## src/rtl/grid_path_walker.sv

```systemverilog
// grid_path_walker
//
// Replays a solved route on a 3x3 grid as an ordered stream of nodes.
// Node numbering is node = row*3 + col, with node 0 at the top-left.
// The route is given as a cell mask. The walker starts at the source and
// repeatedly steps to the lowest-numbered unvisited neighbour that is in the
// mask, until it reaches the destination or runs out of moves.
//
// Ports
//   clk          rising-edge clock
//   reset        asynchronous, active-low reset
//   start        one-cycle request, only honoured while idle
//   path_mask    route cells (1 = on path); bit order set by PATH_BIT_REVERSED
//   source       first node of the walk (0-8)
//   destination  last node of the walk (0-8)
//   step_valid   step_node/step_dir/step_last are valid
//   step_ready   consumer accepts the current step
//   step_node    current route node
//   step_dir     move into step_node: 0=N, 1=E, 2=S, 3=W (0 on the first step)
//   step_last    step_node is the destination
//   step_count   handshakes completed in the current walk
//   busy         high whenever the walker is not idle
//   done         one-cycle pulse after a successful walk
//   error        one-cycle pulse when a walk is aborted
//   error_code   1=bad endpoint, 2=dead end, 3=unused mask cells; held until
//                the next start
module grid_path_walker #(
    parameter bit PATH_BIT_REVERSED = 1'b1,
    parameter bit CHECK_UNUSED      = 1'b1
) (
    input  logic       clk,
    input  logic       reset,
    input  logic       start,
    input  logic [8:0] path_mask,
    input  logic [3:0] source,
    input  logic [3:0] destination,
    output logic       step_valid,
    input  logic       step_ready,
    output logic [3:0] step_node,
    output logic [1:0] step_dir,
    output logic       step_last,
    output logic [3:0] step_count,
    output logic       busy,
    output logic       done,
    output logic       error,
    output logic [1:0] error_code
);

    localparam logic [2:0] S_IDLE   = 3'd0;
    localparam logic [2:0] S_CHECK  = 3'd1;
    localparam logic [2:0] S_EMIT   = 3'd2;
    localparam logic [2:0] S_SEARCH = 3'd3;
    localparam logic [2:0] S_FINISH = 3'd4;
    localparam logic [2:0] S_FAIL   = 3'd5;

    localparam logic [1:0] DIR_N = 2'd0;
    localparam logic [1:0] DIR_E = 2'd1;
    localparam logic [1:0] DIR_S = 2'd2;
    localparam logic [1:0] DIR_W = 2'd3;

    localparam logic [1:0] ERR_ENDPOINT = 2'd1;
    localparam logic [1:0] ERR_DEAD_END = 2'd2;
    localparam logic [1:0] ERR_UNUSED   = 2'd3;

    // ------------------------------------------------------------------
    // State
    // ------------------------------------------------------------------
    logic [2:0] state_q, state_d;
    logic [8:0] mask_q, mask_d;         // cell-ordered: bit j = cell j
    logic [3:0] src_q, src_d;
    logic [3:0] dst_q, dst_d;
    logic [3:0] cur_q, cur_d;
    logic [1:0] dir_q, dir_d;
    logic [8:0] visited_q, visited_d;
    logic [3:0] count_q, count_d;
    logic [1:0] err_code_q, err_code_d;

    // ------------------------------------------------------------------
    // Combinational helpers
    // ------------------------------------------------------------------
    logic [8:0] mask_norm;   // path_mask re-ordered so bit j is cell j
    logic [8:0] mv_n;        // cell j is reached from cur_q by a move north
    logic [8:0] mv_e;
    logic [8:0] mv_s;
    logic [8:0] mv_w;
    logic [8:0] cand;        // reachable, on path and not yet visited
    logic [3:0] pick;
    logic       pick_found;
    logic [1:0] pick_dir;
    logic       endpoint_bad;
    logic       unused_cells;
    logic       finish_fail;

    // One-hot bit for a node number; nodes above 8 map to no bit.
    function automatic logic [8:0] node_bit(input logic [3:0] n);
        logic [8:0] b;
        b = '0;
        for (int i = 0; i < 9; i++) begin
            if (n == 4'(i)) begin
                b[i] = 1'b1;
            end
        end
        return b;
    endfunction

    // Per-cell neighbour relations to the current node. Each relation is
    // generated only where the grid edge allows it, so moves never wrap from
    // one row end to the next row.
    genvar gi;
    generate
        for (gi = 0; gi < 9; gi++) begin : g_cell
            if (PATH_BIT_REVERSED) begin : g_rev
                assign mask_norm[gi] = path_mask[8-gi];
            end else begin : g_fwd
                assign mask_norm[gi] = path_mask[gi];
            end

            // Moving north into cell gi means cur_q sits directly below it.
            if (gi <= 5) begin : g_n
                assign mv_n[gi] = (cur_q == 4'(gi + 3));
            end else begin : g_no_n
                assign mv_n[gi] = 1'b0;
            end

            // Moving south into cell gi means cur_q sits directly above it.
            if (gi >= 3) begin : g_s
                assign mv_s[gi] = (cur_q == 4'(gi - 3));
            end else begin : g_no_s
                assign mv_s[gi] = 1'b0;
            end

            // Moving east into cell gi: cur_q is its left neighbour.
            if ((gi % 3) != 0) begin : g_e
                assign mv_e[gi] = (cur_q == 4'(gi - 1));
            end else begin : g_no_e
                assign mv_e[gi] = 1'b0;
            end

            // Moving west into cell gi: cur_q is its right neighbour.
            if ((gi % 3) != 2) begin : g_w
                assign mv_w[gi] = (cur_q == 4'(gi + 1));
            end else begin : g_no_w
                assign mv_w[gi] = 1'b0;
            end
        end
    endgenerate

    assign cand = (mv_n | mv_e | mv_s | mv_w) & mask_q & ~visited_q;

    // Lowest-numbered candidate wins: scan downwards so the last hit is the
    // smallest index.
    always_comb begin
        pick       = '0;
        pick_found = 1'b0;
        for (int i = 8; i >= 0; i--) begin
            if (cand[i]) begin
                pick       = 4'(i);
                pick_found = 1'b1;
            end
        end
    end

    always_comb begin
        pick_dir = DIR_W;
        if (mv_n[pick]) begin
            pick_dir = DIR_N;
        end else if (mv_e[pick]) begin
            pick_dir = DIR_E;
        end else if (mv_s[pick]) begin
            pick_dir = DIR_S;
        end
    end

    // Range checks come first so the mask lookups only matter for nodes 0-8.
    assign endpoint_bad = (src_q > 4'd8) || (dst_q > 4'd8)
                       || ((mask_q & node_bit(src_q)) == 9'd0)
                       || ((mask_q & node_bit(dst_q)) == 9'd0);

    assign unused_cells = |(mask_q & ~visited_q);
    assign finish_fail  = CHECK_UNUSED && unused_cells;

    // ------------------------------------------------------------------
    // Next-state logic
    // ------------------------------------------------------------------
    always_comb begin
        state_d    = state_q;
        mask_d     = mask_q;
        src_d      = src_q;
        dst_d      = dst_q;
        cur_d      = cur_q;
        dir_d      = dir_q;
        visited_d  = visited_q;
        count_d    = count_q;
        err_code_d = err_code_q;

        case (state_q)
            S_IDLE: begin
                if (start) begin
                    mask_d     = mask_norm;
                    src_d      = source;
                    dst_d      = destination;
                    visited_d  = '0;
                    count_d    = '0;
                    err_code_d = '0;
                    state_d    = S_CHECK;
                end
            end

            S_CHECK: begin
                if (endpoint_bad) begin
                    err_code_d = ERR_ENDPOINT;
                    state_d    = S_FAIL;
                end else begin
                    cur_d     = src_q;
                    dir_d     = DIR_N;
                    visited_d = node_bit(src_q);
                    state_d   = S_EMIT;
                end
            end

            S_EMIT: begin
                // Outputs are taken straight from the registers, so they stay
                // stable for as long as the consumer stalls.
                if (step_ready) begin
                    count_d = count_q + 4'd1;
                    state_d = (cur_q == dst_q) ? S_FINISH : S_SEARCH;
                end
            end

            S_SEARCH: begin
                if (pick_found) begin
                    cur_d     = pick;
                    dir_d     = pick_dir;
                    visited_d = visited_q | node_bit(pick);
                    state_d   = S_EMIT;
                end else begin
                    err_code_d = ERR_DEAD_END;
                    state_d    = S_FAIL;
                end
            end

            S_FINISH: begin
                if (finish_fail) begin
                    err_code_d = ERR_UNUSED;
                    state_d    = S_FAIL;
                end else begin
                    state_d = S_IDLE;
                end
            end

            S_FAIL: begin
                state_d = S_IDLE;
            end

            default: begin
                state_d = S_IDLE;
            end
        endcase
    end

    // ------------------------------------------------------------------
    // Registers
    // ------------------------------------------------------------------
    always_ff @(posedge clk or negedge reset) begin
        if (!reset) begin
            state_q    <= S_IDLE;
            mask_q     <= '0;
            src_q      <= '0;
            dst_q      <= '0;
            cur_q      <= '0;
            dir_q      <= '0;
            visited_q  <= '0;
            count_q    <= '0;
            err_code_q <= '0;
        end else begin
            state_q    <= state_d;
            mask_q     <= mask_d;
            src_q      <= src_d;
            dst_q      <= dst_d;
            cur_q      <= cur_d;
            dir_q      <= dir_d;
            visited_q  <= visited_d;
            count_q    <= count_d;
            err_code_q <= err_code_d;
        end
    end

    // ------------------------------------------------------------------
    // Outputs
    // ------------------------------------------------------------------
    assign step_valid = (state_q == S_EMIT);
    assign step_node  = cur_q;
    assign step_dir   = dir_q;
    assign step_last  = step_valid && (cur_q == dst_q);
    assign step_count = count_q;
    assign busy       = (state_q != S_IDLE);
    // done and error come from mutually exclusive states, so they can never
    // be high together.
    assign done       = (state_q == S_FINISH) && !finish_fail;
    assign error      = (state_q == S_FAIL);
    assign error_code = err_code_q;

endmodule

```

## config.mk

```make
export PLATFORM = sky130hd
export DESIGN_NAME = grid_path_walker
export DESIGN_NICKNAME = d
export VERILOG_FILES = /design/src/rtl/grid_path_walker.sv
export SDC_FILE = /design/constraint.sdc
export NUM_CORES = 1
export LEC_CHECK = 0
export ABC_AREA = 1
export CORE_AREA = 2 2 120 64
export DETAILED_ROUTE_END_ITERATION = 10
export DIE_AREA = 0 0 122 66
export PLACE_DENSITY_LB_ADDON = 0.25
export SLEW_MARGIN = 5
export SYNTH_ARGS = -nofsm -noshare
export SYNTH_HDL_FRONTEND = slang
export SYNTH_SLANG_ARGS = --single-unit
```

## constraint.sdc

```tcl
create_clock -name clk -period 3.9 [get_ports clk]
set_input_delay 0.39 -clock clk [delete_from_list [all_inputs] [get_ports clk]]
set_output_delay 0.39 -clock clk [all_outputs]
set_load 0.1 [all_outputs]
```

==> results.sh <==
export IMPL_drive_gt1_share_pct=10.9
export IMPL_fin_skew_ps=3.51
export IMPL_syn_nets=430
export IMPL_rsz0062_at_grt="false"
export IMPL_hold_viol_final=0
export IMPL_maxCapViolCount=0
export IMPL_finalSetupTns_ps=0
export IMPL_dieArea_um2=8050
export IMPL_antenna_found_initial=0
export IMPL_cts_root_buf="clkbuf_16"
export IMPL_syn2layout_area_growth_pct=22.5
export IMPL_start_kind="flip-flop"
export IMPL_via_per_inst=5.08
export IMPL_chipWidth_um=122
export IMPL_synth_seq_cells=41
export IMPL_path_clk_slew_ps=60
export IMPL_grt_pass1_vias=2587
export IMPL_yosys_area_share_simple_pct=43.5
export IMPL_cts_tree="done"
export IMPL_ff2ff_path_depth=11
export IMPL_ant_nets=0
export IMPL_period_share_pct=72.1
export IMPL_core_um2=7020
export IMPL_drc=0
export IMPL_post_cts_setup_buffer_count=0
export IMPL_drtIter0Drc=240
export IMPL_grt_usage_pct=21.2
export IMPL_cts_hold_fix_buffers=0
export IMPL_portBuffers=37
export IMPL_die_height_um=66
export IMPL_grt_max_degree=42
export IMPL_row_count=22
export IMPL_grt_pass1_wl_um=13000
export IMPL_setup_viol=0
export IMPL_syn_avg_cell_area_um2=6.67
export IMPL_totalPowerFinal_mw=3.14
export IMPL_max_freq_mhz=356
export IMPL_critPathRequiredTime_ps=3510
export IMPL_slew_headroom_pct=34.6
export IMPL_outcome="finished, final reports clean"
export IMPL_slew_violations=0
export IMPL_numCtsBuffers=5
export IMPL_synthesis_area_um2=2720
export IMPL_clock_path_buffers=2
export IMPL_synth_seq_area_share_pct=37.7
export IMPL_synth_xor_area_share_pct=1.29
export IMPL_most_common_layout_cells="141 x nand2_1, 44 x inv_1, 41 x dfrtp_1"
export IMPL_vias=2774
export IMPL_dpl_hpwl_um=6270
export IMPL_first_pass_iters=5
export IMPL_power_per_cell_area_nw_per_um2=942
export IMPL_post_cts_resized=0
export IMPL_fin_nets=471
export IMPL_cts_sinks=41
export IMPL_cp_arrival_ps=2420
export IMPL_overflow=0
export IMPL_critical_path_class="reg2out"
export IMPL_leakage_nw=1.63
export IMPL_period_needed_ps=2810
export IMPL_final_common_cell="nand2_1"
export IMPL_synth_top_family_by_area="simple AND/OR/NAND/NOR gates"
export IMPL_crit_path_max_fanout=7
export IMPL_wire_per_inst_um=14.5
export IMPL_yosysUniqueCellTypes=28
export IMPL_totalWireLength_um=7910
export IMPL_peakVddDrop_v=0.000586
export IMPL_synthAdderAreaFrac_pct=0.460
export IMPL_worstSetupEndpointType="output pin"
export IMPL_ctsHtreeMaxLevel=2
export IMPL_n_antenna_cell=0
export IMPL_synth_compound_area_share_pct=9.43
export IMPL_syn_instance_count=408
export IMPL_globalplace_congestion=0.942
export IMPL_initial_utilization_pct=38.8
export IMPL_synth_warnings=0
export IMPL_clock_latency_ps=280
export IMPL_yosys_mux_area_fraction_pct=0
export IMPL_ioPinCount=38
export IMPL_hp_class="in2async"
export IMPL_max_slew_worst_pin_slew_ps=978
==> worst paths after layout <==
path,from,endpoint,slack [ps]
hold reg to reg,visited_q[4],visited_q[4],470
setup reg to reg,step_node[1],visited_q[3],1760
min in group clk,visited_q[4],visited_q[4],470
setup / recovery,state_q[1],step_valid,1090
hold / removal,reset,mask_q[4],250
max in group asynchronous,reset,step_node[0],3080
==> stage by stage <==
stage	worst slack, ps	std cells	util, %	hold WS (ps)	cell area, µm²
finish	1090	546	47.5	248	3330
detailed placement	1430	538	45.5	460	3200
global route	1020	546	47.5	331	3330
global placement	1470	538	45.5	454	3200
CTS	1110	546	47.5	279	3330
floorplan	78.4	408	-	94.4	2720
==> sequential cells by signal, indices dropped and copies added (netlist names) <==
signal / cells
dst_q: 4
mask_q: 9
state_q: 3
step_node: 4
visited_q: 9
src_q: 4
step_count: 4
error_code: 2
step_dir: 2
==> layer usage <==
metal  track usage, %  share of wire, %  vias to the layer above
li1                 -                 -                     1393
met1             34.0                54                     1262
met2             27.8                35                      117
met3             6.29                10                        2
met4             2.44              0.24                        0
met5                0                 0                        -
==> synth_stat cells <==
master | count | share of area [%]
a21oi_1 | 4 | 0.74
a21oi_4 | 1 | 0.60
and3_1 | 1 | 0.23
clkbuf_1 | 4 | 0.55
dfrtp_1 | 41 | 38
ha_1 | 1 | 0.46
inv_1 | 44 | 6.1
inv_2 | 7 | 0.97
nand2_1 | 141 | 19
nand2_2 | 11 | 2.5
nand2_4 | 1 | 0.41
nand3_1 | 26 | 4.8
nand3_2 | 4 | 1.5
nand3b_1 | 1 | 0.28
nand4_1 | 11 | 2.5
nand4_2 | 2 | 0.92
nor2_1 | 39 | 5.4
nor2_2 | 8 | 1.8
nor2_4 | 3 | 1.2
nor3_1 | 9 | 1.7
nor3_2 | 1 | 0.37
nor4_1 | 1 | 0.23
o211ai_1 | 1 | 0.28
o21ai_0 | 31 | 5.7
o21ai_1 | 8 | 1.5
o32ai_1 | 2 | 0.64
or2_2 | 1 | 0.23
xnor2_1 | 4 | 1.3
==> critical path: stages (launching register included) <==
cell             delay, ps
dfrtp_1                480
inv_1                  150
nor2_1                 300
clkdlybuf4s50_1       1210
==> report_power, final <==
part           internal, mW  leakage (nW)  total (mW)  switching (mW)
Sequential            0.586         0.532       0.784           0.198
Combinational         0.543          1.04        1.96            1.42
Clock                 0.238        0.0652       0.396           0.158
==> area by class of cell <==
class                   count  area (µm²)
fillers                   727        3690
multi-input cells         312        1490
flip-flops and latches     41        1030
repair buffers             38         368
inverters                  51         191
clock buffers               8         136
well taps                  96         120
==> logic make-up after synthesis <==
| logic type | after synthesis |
|---|---|
| flip-flops | 41 |
| XOR/XNOR | 4 |
| adder cells (fa/ha/maj) | 1 |
| buffers and inverters | 55 |
| AO/OA/AOI/OAI | 47 |
| AND/OR/NAND/NOR | 260 |
No activity file was read; power rests on OpenSTA's default activity.
